`config.mk`:
```
export PLATFORM = sky130hd
export DESIGN_NAME = layer_sequencer
export DESIGN_NICKNAME = d
export VERILOG_FILES = /design/src/rtl/layer_sequencer.sv
export SDC_FILE = /design/constraint.sdc
export NUM_CORES = 1
export LEC_CHECK = 0
export CAP_MARGIN = 10
export CORE_AREA = 2 2 430 432
export DETAILED_ROUTE_END_ITERATION = 12
export DIE_AREA = 0 0 432 434
export GPL_TIMING_DRIVEN = 0
export SLEW_MARGIN = 20
export SYNTH_ARGS = -nofsm -noshare
export SYNTH_HDL_FRONTEND = slang
export SYNTH_SLANG_ARGS = --single-unit
```
`constraint.sdc`:
```
create_clock -name clk -period 2 [get_ports clk]
set_input_delay 0.2 -clock clk [delete_from_list [all_inputs] [get_ports clk]]
set_output_delay 0.2 -clock clk [all_outputs]
set_load 0.005 [all_outputs]
```
`src/rtl/layer_sequencer.sv`:
```
`default_nettype none
// ============================================================================
//  Module      : layer_sequencer
//  Description : Convnet control block. Runs one image load into SRAM group A,
//                then num_layers convolution layers that ping-pong between
//                groups A and B. Owns the write-port multiplexing of both
//                groups so only the active engine reaches its legal
//                destination group.
//  Options     : LAYER_SEQ_WREG_EN - register all sram_* write outputs
//                (one extra cycle of write latency).
//  Revision    : 1.0 - initial release
// ============================================================================
module layer_sequencer #(
   parameter int CH_NUM       = 4,
   parameter int ACT_PER_ADDR = 4,
   parameter int BW_PER_ACT   = 12,
   parameter int ADDR_BW      = 6,
   parameter int LAYER_BW     = 3
) (
   input  logic                                      clk,
   input  logic                                      rst,
   // host handshake
   input  logic                                      enable,
   input  logic [LAYER_BW-1:0]                       num_layers,
   output logic                                      busy,
   // loader handshake
   output logic                                      load_start,
   input  logic                                      load_done,
   // conv engine handshake
   output logic                                      layer_start,
   output logic [LAYER_BW-1:0]                       layer_idx,
   output logic                                      layer_src_b,
   input  logic                                      layer_done,
   output logic                                      valid,
   output logic                                      done,
   // loader write request (group A only)
   input  logic [3:0]                                ld_wen_a,
   input  logic [CH_NUM*ACT_PER_ADDR-1:0]            ld_wordmask_a,
   input  logic [ADDR_BW-1:0]                        ld_waddr_a,
   input  logic [CH_NUM*ACT_PER_ADDR*BW_PER_ACT-1:0] ld_wdata_a,
   // conv engine write request, group A
   input  logic [3:0]                                cv_wen_a,
   input  logic [CH_NUM*ACT_PER_ADDR-1:0]            cv_wordmask_a,
   input  logic [ADDR_BW-1:0]                        cv_waddr_a,
   input  logic [CH_NUM*ACT_PER_ADDR*BW_PER_ACT-1:0] cv_wdata_a,
   // conv engine write request, group B
   input  logic [3:0]                                cv_wen_b,
   input  logic [CH_NUM*ACT_PER_ADDR-1:0]            cv_wordmask_b,
   input  logic [ADDR_BW-1:0]                        cv_waddr_b,
   input  logic [CH_NUM*ACT_PER_ADDR*BW_PER_ACT-1:0] cv_wdata_b,
   // SRAM group A write port
   output logic [3:0]                                sram_wen_a,
   output logic [CH_NUM*ACT_PER_ADDR-1:0]            sram_wordmask_a,
   output logic [ADDR_BW-1:0]                        sram_waddr_a,
   output logic [CH_NUM*ACT_PER_ADDR*BW_PER_ACT-1:0] sram_wdata_a,
   // SRAM group B write port
   output logic [3:0]                                sram_wen_b,
   output logic [CH_NUM*ACT_PER_ADDR-1:0]            sram_wordmask_b,
   output logic [ADDR_BW-1:0]                        sram_waddr_b,
   output logic [CH_NUM*ACT_PER_ADDR*BW_PER_ACT-1:0] sram_wdata_b
);

   localparam int C_M = CH_NUM * ACT_PER_ADDR;
   localparam int C_W = CH_NUM * ACT_PER_ADDR * BW_PER_ACT;

   localparam logic [2:0] ST_IDLE   = 3'd0;
   localparam logic [2:0] ST_LOAD   = 3'd1;
   localparam logic [2:0] ST_LSTART = 3'd2;
   localparam logic [2:0] ST_LRUN   = 3'd3;
   localparam logic [2:0] ST_FIN    = 3'd4;

   logic [2:0]          r_state;
   logic [2:0]          w_state_next;
   logic [LAYER_BW-1:0] r_n_layers;
   logic [LAYER_BW-1:0] r_layer_idx;
   logic                r_load_first;
   logic                r_valid;

   // index arithmetic one bit wider so idx+1 never wraps at the top count
   logic [LAYER_BW:0]   w_idx_inc;
   logic                w_more_layers;
   logic                w_start_req;
   logic                w_layer_fin;

   assign w_idx_inc     = {1'b0, r_layer_idx} + {{LAYER_BW{1'b0}}, 1'b1};
   assign w_more_layers = (w_idx_inc < {1'b0, r_n_layers});
   assign w_start_req   = (r_state == ST_IDLE) && enable;
   assign w_layer_fin   = (r_state == ST_LRUN) && layer_done;

   // next-state decode; handshakes outside their owning state are ignored
   always_comb begin
      w_state_next = r_state;
      case (r_state)
         ST_IDLE:   if (enable) w_state_next = ST_LOAD;
         ST_LOAD:   if (load_done)
                       w_state_next = (r_n_layers == '0) ? ST_FIN : ST_LSTART;
         ST_LSTART: w_state_next = ST_LRUN;
         ST_LRUN:   if (layer_done)
                       w_state_next = w_more_layers ? ST_LSTART : ST_FIN;
         ST_FIN:    w_state_next = ST_IDLE;
         default:   w_state_next = ST_IDLE;
      endcase
   end

   // state register
   always_ff @(posedge clk or posedge rst) begin
      if (rst) r_state <= ST_IDLE;
      else     r_state <= w_state_next;
   end

   // layer count captured with the start request, held for the whole run
   always_ff @(posedge clk or posedge rst) begin
      if (rst)              r_n_layers <= '0;
      else if (w_start_req) r_n_layers <= num_layers;
   end

   // layer index restarts per run and advances only between layers
   always_ff @(posedge clk or posedge rst) begin
      if (rst)                               r_layer_idx <= '0;
      else if (w_start_req)                  r_layer_idx <= '0;
      else if (w_layer_fin && w_more_layers) r_layer_idx <= w_idx_inc[LAYER_BW-1:0];
   end

   // marks the first LOAD cycle so load_start is a single pulse
   always_ff @(posedge clk or posedge rst) begin
      if (rst) r_load_first <= 1'b0;
      else     r_load_first <= w_start_req;
   end

   // per-layer completion pulse, one cycle after the accepted layer_done
   always_ff @(posedge clk or posedge rst) begin
      if (rst) r_valid <= 1'b0;
      else     r_valid <= w_layer_fin;
   end

   assign busy        = (r_state != ST_IDLE);
   assign load_start  = (r_state == ST_LOAD) && r_load_first;
   assign layer_start = (r_state == ST_LSTART);
   assign done        = (r_state == ST_FIN);
   assign valid       = r_valid;
   assign layer_idx   = r_layer_idx;
   assign layer_src_b = r_layer_idx[0];

   // ------------------------------------------------------------------------
   // Write-port multiplexing. Group A takes the loader during LOAD and the
   // conv engine on odd layers; group B takes the conv engine on even layers.
   // The conv write aimed at the current source group is never selected.
   // ------------------------------------------------------------------------
   logic [3:0]         w_wen_a;
   logic [C_M-1:0]     w_mask_a;
   logic [ADDR_BW-1:0] w_addr_a;
   logic [C_W-1:0]     w_data_a;
   logic [3:0]         w_wen_b;
   logic [C_M-1:0]     w_mask_b;
   logic [ADDR_BW-1:0] w_addr_b;
   logic [C_W-1:0]     w_data_b;
   logic               w_in_layer;

   assign w_in_layer = (r_state == ST_LSTART) || (r_state == ST_LRUN);

   // select the owner of each write port from the current state
   always_comb begin
      w_wen_a  = 4'hF;
      w_mask_a = '1;
      w_addr_a = '0;
      w_data_a = '0;
      w_wen_b  = 4'hF;
      w_mask_b = '1;
      w_addr_b = '0;
      w_data_b = '0;
      if (r_state == ST_LOAD) begin
         w_wen_a  = ld_wen_a;
         w_mask_a = ld_wordmask_a;
         w_addr_a = ld_waddr_a;
         w_data_a = ld_wdata_a;
      end else if (w_in_layer && layer_src_b) begin
         w_wen_a  = cv_wen_a;
         w_mask_a = cv_wordmask_a;
         w_addr_a = cv_waddr_a;
         w_data_a = cv_wdata_a;
      end else if (w_in_layer && !layer_src_b) begin
         w_wen_b  = cv_wen_b;
         w_mask_b = cv_wordmask_b;
         w_addr_b = cv_waddr_b;
         w_data_b = cv_wdata_b;
      end
   end

`ifdef LAYER_SEQ_WREG_EN
   // registered write ports: the select used is that of the cycle in which
   // the write was presented, so a phase's last write lands correctly
   always_ff @(posedge clk or posedge rst) begin
      if (rst) begin
         sram_wen_a      <= 4'hF;
         sram_wordmask_a <= '1;
         sram_waddr_a    <= '0;
         sram_wdata_a    <= '0;
         sram_wen_b      <= 4'hF;
         sram_wordmask_b <= '1;
         sram_waddr_b    <= '0;
         sram_wdata_b    <= '0;
      end else begin
         sram_wen_a      <= w_wen_a;
         sram_wordmask_a <= w_mask_a;
         sram_waddr_a    <= w_addr_a;
         sram_wdata_a    <= w_data_a;
         sram_wen_b      <= w_wen_b;
         sram_wordmask_b <= w_mask_b;
         sram_waddr_b    <= w_addr_b;
         sram_wdata_b    <= w_data_b;
      end
   end
`else
   // zero-latency write ports
   always_comb begin
      sram_wen_a      = w_wen_a;
      sram_wordmask_a = w_mask_a;
      sram_waddr_a    = w_addr_a;
      sram_wdata_a    = w_data_a;
      sram_wen_b      = w_wen_b;
      sram_wordmask_b = w_mask_b;
      sram_waddr_b    = w_addr_b;
      sram_wdata_b    = w_data_b;
   end
`endif

endmodule
`default_nettype wire
```
After elaboration in Yosys (flattened, before gate mapping)
Index checks and enable logic that the tools add are counted.

word-level totals
  input port bits = 662
  register bits after elaboration = 11
  logic and storage cells = 55
  output and inout bits = 445

cells by class
  equality and inequality tests = 7
  reduce and logical (&&, ||, !) cells = 13
  order comparisons = 1
  add/subtract/negate cells = 1
  multiplexer cells = 28

operator list
  operator                                                               count
  192-bit 2-to-1 mux                                                     5
  16-bit 2-to-1 mux                                                      5
  6-bit 2-to-1 mux                                                       5
  3-bit 2-to-1 mux                                                       7
  4-bit 2-to-1 mux                                                       5
  3-bit case mux with 4 select lines                                     1
  3-bit by 2-bit equality test with 1-bit output, second input constant  2
  1-bit logical AND                                                      6
  3-bit zero test                                                        2
  2-bit inequality test, second input constant                           3
  3-bit by 1-bit adder with 4-bit output, second input constant          1
  4-bit by 3-bit < comparator with 1-bit output                          1
  3-bit by 1-bit equality test with 1-bit output, second input constant  1
  3-bit equality test, second input constant                             1
  3-bit AND reduction                                                    1
  3-bit nonzero test                                                     1
  2-bit nonzero test                                                     1
  1-bit zero test                                                        1
  1-bit logical OR                                                       1

Longest topological paths before layout
Gate-level depths: netlist of the first run.

  depth in word-level cells = 6
  gate-level depth with buffers = 7
  gate-level depth less buffers = 7

Worst setup path after synthesis of the first run
OpenSTA, ideal clock, no wires.

  kind = reg2reg
  start = register r_layer_idx[1] (netlist: layer_idx[1])
  end = register r_layer_idx[2] (netlist: layer_idx[2])
  path slack = 0.174 ns
  setup time = 0.077 ns
  buffers on the path = 0
  stages on the path, launching flop included = 7
  data required time = 1.923 ns
  period minus slack after synthesis = 1.826 ns
  arrival = 1.749 ns
  path through = dfrtp_1 > ha_1 > ha_1 > o21ai_0 > o21ai_1 > or3_1 > a21oi_1

on the way
  longest elaborated chain between the ends = 4
  elaborated cells between the ends (all ways) = 6
  classes of those cells = add/sub: 1; order compare: 1; mux: 2; reduce/logical: 2

ends and longest elaborated chain
  what                                           line  source
  start: declaration                             75    logic [LAYER_BW-1:0] r_layer_idx;
  start signal: assignment                       121   else if (w_layer_fin && w_more_layers) r_layer_idx <= w_idx_inc[LAYER_BW-1:0];
  3-bit by 1-bit adder with 4-bit output (*)     85    assign w_idx_inc = {1'b0, r_layer_idx} + {{LAYER_BW{1'b0}}, 1'b1};
  4-bit by 3-bit < comparator with 1-bit output  86    assign w_more_layers = (w_idx_inc < {1'b0, r_n_layers});
  1-bit logical AND                              121
  2-bit nonzero test (no line)                   --

Every way passes the cells marked *; elsewhere a longest branch is shown, timed or not. The select of a mux whose other input is x is not followed.
A chain may end at the register's enable or synchronous reset.

Final worst setup path of the first run
  start = register r_state[1]
  end = output port sram_wdata_a[73]

on the way
  longest elaborated chain between the ends = 5
  elaborated cells between the ends (all ways) = 7
  classes of those cells = eq/ne: 3; mux: 2; reduce/logical: 2

ends and longest elaborated chain
  what                                            line  source
  start: declaration                              72    logic [2:0] r_state;
  start signal: assignment                        108   else r_state <= w_state_next;
  3-bit by 2-bit equality test with 1-bit output  159   assign w_in_layer = (r_state == ST_LSTART) || (r_state == ST_LRUN);
  1-bit logical OR                                159
  1-bit logical AND                               176   end else if (w_in_layer && layer_src_b) begin
  192-bit 2-to-1 mux                              176
  192-bit 2-to-1 mux (*)                          171   if (r_state == ST_LOAD) begin
  end: declaration                                55    output logic [CH_NUM*ACT_PER_ADDR*BW_PER_ACT-1:0] sram_wdata_a,

Every way passes the cells marked *; elsewhere a longest branch is shown, timed or not.

==> run metrics, run 1 <==
clock sink count 11; setup ws final -0.327 ns; CP endpoint kind output port; largest net degree at the start of global routing 12; total track usage 19.4%; worst rel slew slack 50.6%; Max stage delay on crit path 0.36 ns; Syn Nets 1248; die width 432 um; DR vias 11950; Avg Cell Area, Syn 7.53 um^2; Post-Syn Instances 583; initial antenna violation count 281; Slew @ Worst Pin 0.740 ns; Main synth FF type dfrtp_1; post-synth top area cell a22o_1; clock tree from TritonCTS yes; drt pass-1 iters 5; CTS buffer count 3; MaxCap Viol Count 0; synthesized area 4390 um^2; vias in the first global route 10623; WP data arrival 2.13 ns; clock-pin slew on the worst setup and hold paths 0.04 ns; #FFs+latches synth 11; Post-DP Area 18400 um^2; Initial Util 2.41%; post-synth cell types 33; WL/cell 45.8 um; Hold Path Class input port to asynchronous set/reset pin; layout cell share with drive strength beyond 1 34.1%; first-pass GRT wire length 210000 um; power after layout 26.5 mW; post-route insts no fill 4197; Final period util 116%; CP Cell Sequence buf_6, nor2b_4, and2_4, buf_12, buf_12, buf_16, buf_12, a22o_1, clkdlybuf4s15_2; Std-Cell Rows 157; FMAX 0.430 GHz; synth warn 0; failing checks negative setup slack; Setup crit start kind register; RSZ-0062 raised after global routing true; WP buf/inv 6; Final Hold Fails 0; H-Tree Depth 1; routability cong. 1.03; clk_lat worst skew 0.25 ns; gr ovfl total 0; synth top area cells a22o_1 39%, and2_1 29%, dfrtp_1 6.3%; Post-CTS Hold Fix Bufs 0; Final ANT Viol Nets 0; Routed WL 192000 um; Clock Tree Buf Depth 2; CP max stage cell dfrtp_1; Worst Skew 0.00211 ns; Layout Nets 2440; Synth async-reset ratio 100%; leakage 7.98 nW; Crit Path Max Fanout 8; crit path kind register to output port; data required time at the worst endpoint 1.80 ns; count leader, synth and2_1; port bufs 1106; Post-synth top cells 201 x and2_1, 198 x a22o_1, 27 x clkbuf_1, 24 x or3_1; CORE AREA 182000 um^2; pins over their slew limit 0; Die Area 187000 um^2; HPWL Detailed 181000 um; post-route design area 20000 um^2; Post-synth EDFFs 0; total negative setup slack -45.97 ns; Worst path top cell family by delay buffers and inverters; Iter 0 DRT Violations 739; Top cell by count, worst path buf_12; share of the synthesized area in the top cell type 39.5%; worst slack at placement -1.22 ns; Inst Count DP 4074; Clock Root Buffer clkbuf_16; outcome finished with violations; sequential area share after synthesis 6.27%; drc violations 0; PD cells 1330 nW/um^2; synthesis-to-finish area growth 356%; vias per inst 2.85; Tmin final 2.33 ns; count of final setup violators 346; Die H 434 um; I/O Pins 1107; number of fill cells 21036; peak supply drop 0.471 mV
## cell families (layout without fill, tap and decap cells)
family,Yosys count,after routing,synth area share (%)
AOI/OAI and AO/OA,238,238,46.2
xor gates and xnor gates,1,1,0.199
adders and majority gates,3,3,0.855
buffers and inverters,84,1275,11.5
other,0,38,0
muxes,1,1,0.256
and+or+nand+nor,245,245,34.8
DFF,11,11,6.27
## state kept, by name, indices dropped and copies added, names as in the netlist
signal / cells
layer_idx: 3
r_load_first: 1
r_n_layers: 3
r_state: 3
valid: 1
## timing repair
| action | CTS | global route |
|---|---|---|
| setup buffers | 28 | 55 |
| setup endpoints to repair | 444 | 444 |
| cloned | 4 | 6 |
| pin swaps | 12 | 33 |
| resized for setup | 1202 | 1084 |
## final timing paths
kind / slack, ns / from / cells past startpoint / endpoint
max reg2reg: -0.10 / layer_idx[0] / 8 / layer_idx[2]
min reg2reg: 0.51 / r_n_layers[0] / 1 / r_n_layers[0]
max: -0.33 / r_state[1] / 9 / sram_wdata_a[73]
min in group clk: 0.51 / r_n_layers[0] / 1 / r_n_layers[0]
max in group asynchronous: 1.34 / rst / 2 / r_state[2]
min: 0.30 / rst / 2 / valid
## layout by cell type, fill, tap and decap left out, types with 5 or more instances in the layout
master	Yosys	layout
a21oi_1	5	5
a22o_1	198	183
a22o_4	0	15
and2_1	201	175
and2_4	0	25
buf_12	0	33
buf_16	0	6
buf_2	20	45
buf_4	13	77
buf_6	15	169
buf_8	0	21
clkbuf_1	27	5
clkbuf_16	0	11
clkbuf_2	2	81
clkbuf_4	0	74
clkdlybuf4s15_2	0	21
clkdlybuf4s50_1	0	678
dfrtp_1	11	9
diode_2	0	38
dlygate4sd2_1	0	7
dlymetal6s2s_1	0	34
inv_1	6	6
o21ai_0	7	6
o22a_1	20	9
o22a_4	0	10
or3_1	24	24
## metal layers
metal	wire, um	track usage, %	vias to the layer above
met3	26100	11.7	522
met5	693	0	-
li1	-	-	4625
met4	10000	6.18	108
met1	58500	17.3	5457
met2	96900	35.8	1238
## final cells by class
cell class                 count  area (um^2)  share of cell area, %
timing repair buffer        1196        11700                   58.4
multi-input combinational    488         3940                   19.7
tap                         2385         2980                   14.9
buffer                        68          927                   4.63
sequential                    11          278                   1.39
antenna                       38         95.1                  0.475
clock buffer                   4         78.8                  0.394
inverter                       7         26.3                  0.131
## through the flow
stage	hold slack [ns]	utilization (%)
floorplan	0.0524	-
global placement	0.505	10.1
detailed placement	0.500	10.1
CTS	0.328	10.6
global route	0.363	10.9
finish	0.300	11.0
## report_power, final
group | switching, mW | internal [mW]
logic | 14.1 | 11.6
clock network | 0.102 | 0.268
registers | 0.0795 | 0.319
## worst register-to-register path: cells and delay by family, from the launching register on
family,cells,cell delay (ns)
AO/OA/AOI/OAI,3,0.51
flip-flops,1,0.41
adder cells (fa/ha/maj),2,0.40
AND/OR/NAND/NOR,1,0.36
XOR/XNOR,1,0.17
buffers and inverters,1,0.17
No activity file was read; power rests on OpenSTA's default activity.
==> run 2, diff against run 1 <==
--- a/config.mk
+++ b/config.mk
@@ -10,7 +10,7 @@
 export DETAILED_ROUTE_END_ITERATION = 12
 export DIE_AREA = 0 0 432 434
 export GPL_TIMING_DRIVEN = 0
-export SLEW_MARGIN = 20
+export RECOVER_POWER = 100
 export SYNTH_ARGS = -nofsm -noshare
 export SYNTH_HDL_FRONTEND = slang
 export SYNTH_SLANG_ARGS = --single-unit
==> run metrics, run 2 (synthesized netlist as in run 1, its figures left out) <==
outcome finished with violations; failing checks negative setup slack; FMAX 0.431 GHz; Die H 434 um; drt pass-1 iters 5; clock tree from TritonCTS yes; Setup crit start kind register; highest-count cells in the layout ignoring fill and taps 672 x clkdlybuf4s50_1, 183 x a22o_1, 175 x and2_1, 170 x buf_6, 81 x clkbuf_2; Tmin final 2.32 ns; Post-CTS Hold Fix Bufs 0; clock sink count 11; DR vias 11935; WP data arrival 2.12 ns; Clock Tree Buf Depth 2; die width 432 um; Final Hold Fails 0; Std-Cell Rows 157; Routed WL 192000 um; gr ovfl total 0; setup ws final -0.319 ns; first-pass GRT wire length 210000 um; CP endpoint kind output port; Hold Path Class input port to asynchronous set/reset pin; worst slack at placement -1.22 ns; synthesis-to-finish area growth 352%; WL/cell 45.8 um; Iter 0 DRT Violations 725; total track usage 19.4%; PD cells 1330 nW/um^2; Slew @ Worst Pin 0.741 ns; reg2reg start layer_idx[0]; RR Endpoint layer_idx[2]; CORE AREA 182000 um^2; clock-pin slew on the worst setup and hold paths 0.04 ns; worst r2r path cells 8; RSZ-0062 raised after global routing true; H-Tree Depth 1; initial antenna violation count 281; Die Area 187000 um^2; R2R setup slack -0.11 ns; CTS buffer count 3; layout cell share with drive strength beyond 1 34.0%; Final period util 116%; Worst Skew 0.00160 ns; Initial Util 2.41%; Final ANT Viol Nets 0; largest net degree at the start of global routing 12; worst rel slew slack 50.5%; routability cong. 1.03; I/O Pins 1107; crit path kind register to output port; vias per inst 2.84; CP Launch Point r_state[1]; data required time at the worst endpoint 1.80 ns; pins over their slew limit 0; leakage 7.90 nW; Fin Hold WS 0.435 ns; Layout Nets 2440; HPWL Detailed 181000 um; vias in the first global route 10623; drc violations 0; number of fill cells 21056; Clock Root Buffer clkbuf_16; total negative setup slack -50.88 ns; port bufs 1106; MaxCap Viol Count 0; commonest non-fill, non-tap cell in the layout clkdlybuf4s50_1; clk_lat worst skew 0.25 ns; peak supply drop 0.464 mV; count of final setup violators 357; Crit Path Max Fanout 8
[run 2: cell types whose count changed in the layout (fill, tap and decap cells not counted), moves of 2 or more]
cell             previous run  this run
clkbuf_1                    5        20
clkbuf_8                    4         2
clkdlybuf4s50_1           678       672
dlygate4sd3_1               0         6
dlymetal6s2s_1             34        19
[run 2: how the worst max path moves through the flow]
stage,to,slack (ns),depth (start not counted)
global placement,sram_wdata_b[6],-1.22,5
finish,sram_wdata_a[73],-0.32,9
CTS,sram_wdata_a[75],-0.37,8
global route,sram_wdata_a[73],-0.33,9
floorplan,layer_idx[2],0.17,6
detailed placement,sram_wdata_b[6],-1.22,5
[run 2: power by group]
part / total [mW] / switching [mW] / internal (mW)
clock network: 0.369 / 0.102 / 0.268
logic: 25.5 / 14.1 / 11.4
registers: 0.397 / 0.0779 / 0.320
total: 26.3 / 14.3 / 12.0
[run 2: stage by stage]
| stage | power (mW) | utilization (%) | instance area (um^2) | instances |
|---|---|---|---|---|
| 2_1_floorplan | 6.36 | - | 4390 | 583 |
| 3_3_place_gp | 23.6 | 10.1 | 18400 | 4074 |
| 3_5_place_dp | 23.6 | 10.1 | 18400 | 4074 |
| 4_1_cts | 25.2 | 10.6 | 19400 | 4108 |
| 5_1_grt | 27.2 | 10.8 | 19800 | 4174 |
| 6_report | 26.3 | 10.9 | 19800 | 4197 |
[run 2: layer usage]
metal | global-route usage (%) | share of wire, %
met3 | 11.7 | 14
met1 | 17.3 | 30
met5 | 0 | 0.38
met4 | 6.18 | 5.1
met2 | 35.8 | 50
[run 2: area by class of cell]
class | instances | area (um^2) | area share, %
Antenna cell | 38 | 95.1 | 0.479
Buffer | 68 | 915 | 4.61
Clock buffer | 4 | 78.8 | 0.397
Inverter | 7 | 26.3 | 0.132
Multi-Input combinational cell | 488 | 3930 | 19.8
Sequential cell | 11 | 278 | 1.40
Tap cell | 2385 | 2980 | 15.0
Timing Repair Buffer | 1196 | 11500 | 58.1
[run 2: timing repair]
| item | in CTS | in global routing |
|---|---|---|
| pin swaps | 12 | 33 |
| resized for setup | 1202 | 1084 |
| buffers inserted | 28 | 55 |
| endpoints found under the setup margin | 444 | 444 |
| cloned | 4 | 6 |
| endpoints found under the hold margin | 0 | 0 |
[run 2: worst max-delay path: stages, from the launching register on]
cell             delay [ns]
dfrtp_1                0.36
buf_6                  0.14
nor2b_4                0.13
and2_4                 0.15
buf_12                 0.15
buf_12                 0.14
buf_16                 0.12
buf_12                 0.13
a22o_1                 0.18
clkdlybuf4s15_2        0.34
==> run 3, diff against run 2 <==
--- a/config.mk
+++ b/config.mk
@@ -5,10 +5,11 @@
 export SDC_FILE = /design/constraint.sdc
 export NUM_CORES = 1
 export LEC_CHECK = 0
+export ABC_AREA = 1
 export CAP_MARGIN = 10
-export CORE_AREA = 2 2 430 432
+export CORE_AREA = 2 2 434 436
 export DETAILED_ROUTE_END_ITERATION = 12
-export DIE_AREA = 0 0 432 434
+export DIE_AREA = 0 0 436 438
 export GPL_TIMING_DRIVEN = 0
 export RECOVER_POWER = 100
 export SYNTH_ARGS = -nofsm -noshare
==> constraint.sdc (replaced) <==
create_clock -name clk -period 2 [get_ports clk]
set_input_delay 0.2 -clock clk [delete_from_list [all_inputs] [get_ports clk]]
set_output_delay 0.2 -clock clk [all_outputs]
set_load 0.05 [all_outputs]
==> run metrics, run 3 <==
outcome finished with violations; failing checks negative setup slack; CP endpoint kind output port; sequential area share after synthesis 5.19%; setup ws final -0.304 ns; HPWL Detailed 169000 um; Register Area 280 um^2; Die Area 191000 um^2; Post-synth top cells 413 x inv_1, 223 x nand2_1, 204 x nor2_1, 173 x o21ai_0, 32 x buf_2; Final Hold Fails 0; Final period util 115%; Setup crit start kind register; Post-Syn Instances 1190; first-pass GRT wire length 207000 um; Inst Count DP 4792; synthesis-to-finish area growth 354%; initial antenna violation count 126; vias per inst 2.68; drt pass-1 iters 5; Std-Cell Rows 159; Worst Skew 0.00323 ns; number of fill cells 21646; clock-pin slew on the worst setup and hold paths 0.05 ns; Post-synth EDFFs 0; post-synth cell types 22; I/O Pins 1107; Fin Hold WS 0.426 ns; count of final setup violators 379; die width 436 um; post-synth top area cell inv_1; Main synth FF type dfrtp_1; Synth async-reset ratio 100%; Post-DP Area 20200 um^2; vias in the first global route 12675; count leader, synth inv_1; commonest non-fill, non-tap cell in the layout clkdlybuf4s50_1; crit path kind register to output port; Hold Path Class input port to asynchronous set/reset pin; Core Util, Final 12.9%; worst rel slew slack 45.6%; data required time at the worst endpoint 1.80 ns; Iter 0 DRT Violations 776; clk_lat worst skew 0.24 ns; drc violations 0; gr ovfl total 0; PD cells 1590 nW/um^2; total track usage 18.1%; FMAX 0.434 GHz; DR vias 12997; CORE AREA 187000 um^2; Final ANT Viol Nets 0; post-route design area 24100 um^2; clock sink count 11; Avg Cell Area, Syn 4.46 um^2; worst slack at placement -1.83 ns; WL/cell 37.4 um; peak supply drop 1.07 mV; post-route insts no fill 4855; Tmin final 2.30 ns; MaxCap Viol Count 0; synthesized area 5310 um^2; port bufs 1106; H-Tree Depth 1; clock tree from TritonCTS yes; Clock Tree Buf Depth 2; area of the multi-input gates 5390 um^2; CTS buffer count 3; share of the synthesized area in the top cell type 29.2%; RSZ-0062 raised after global routing true; Clock Root Buffer clkbuf_16; highest-count cells in the layout ignoring fill and taps 664 x clkdlybuf4s50_1, 411 x inv_1, 180 x buf_6, 122 x nand2_1, 100 x o21ai_2; Syn Nets 1855; Crit Path Max Fanout 10; largest net degree at the start of global routing 12; synth top area cells inv_1 29%, o21ai_0 16%, nand2_1 16%; Die H 438 um; routability cong. 0.987; layout cell share with drive strength beyond 1 41.6%; synth warn 0; #FFs+latches synth 11; Layout Nets 3005; WP data arrival 2.10 ns; leakage 10.6 nW; Routed WL 182000 um; Slew @ Worst Pin 0.814 ns; Initial Util 2.84%; pins over their slew limit 0
## run 3: timing repair
item	in CTS	in global routing
pin swaps	9	5
gates cloned	10	8
setup buffers	19	11
hold buffers	0	0
setup endpoints to repair	441	442
gates resized for setup	2994	745
## run 3: final timing paths
path                                from                  to  slack, ns  cells past startpoint
hold reg to reg             layer_idx[2]        layer_idx[2]       0.58                      2
min in group clk           num_layers[2]       r_n_layers[2]       0.54                      3
setup / recovery              r_state[0]  sram_wordmask_a[4]      -0.30                      6
max in group asynchronous            rst        layer_idx[0]       1.20                      2
hold / removal                       rst        layer_idx[2]       0.43                      2
setup reg to reg            layer_idx[0]        layer_idx[1]       0.11                      9
## run 3: stage by stage
stage                     total power [mW]  TNS [ns]
after floorplan                       15.9    -23.85
after global placement                31.0   -537.33
after detailed placement              30.9   -526.54
after CTS                             36.3    -88.17
after global routing                  39.2    -73.44
final                                 38.3    -45.73
## run 3: logic make-up (layout without fill, tap and decap cells)
family	Yosys count	in the layout	synth area share (%)
AOI/OAI and AO/OA	224	224	22.6
xor gates and xnor gates	1	1	0.165
adders and majority gates	3	3	0.707
buffers and inverters	487	1636	37.1
DFF	11	11	5.19
other	0	21	0
and+or+nand+nor	464	464	34.3
## run 3: worst max-delay path, stage by stage, from the launching register on
cell,delay [ns]
dfrtp_1,0.47
nand2_8,0.14
buf_12,0.13
buf_4,0.16
clkbuf_4,0.23
o22a_1,0.14
buf_2,0.52
## run 3: final cells by class
type	count	area share (%)
Timing Repair Buffer	1151	52.4
Clock buffer	4	0.327
Antenna cell	21	0.218
Sequential cell	11	1.16
Multi-Input combinational cell	692	22.4
Tap cell	2495	12.9
Inverter	414	6.51
Buffer	67	4.11
## run 3: power by group
group	switching (mW)	internal [mW]
Sequential	0.0857	0.318
Combinational	25.3	12.2
Clock	0.107	0.268
## run 3: per-layer routing
metal	vias up	global-route usage, %	routed length, um
met5	-	0	122
met4	20	2.32	3460
met3	217	3.84	12300
met2	844	31.7	88600
met1	6216	23.0	77300
li1	5700	-	-
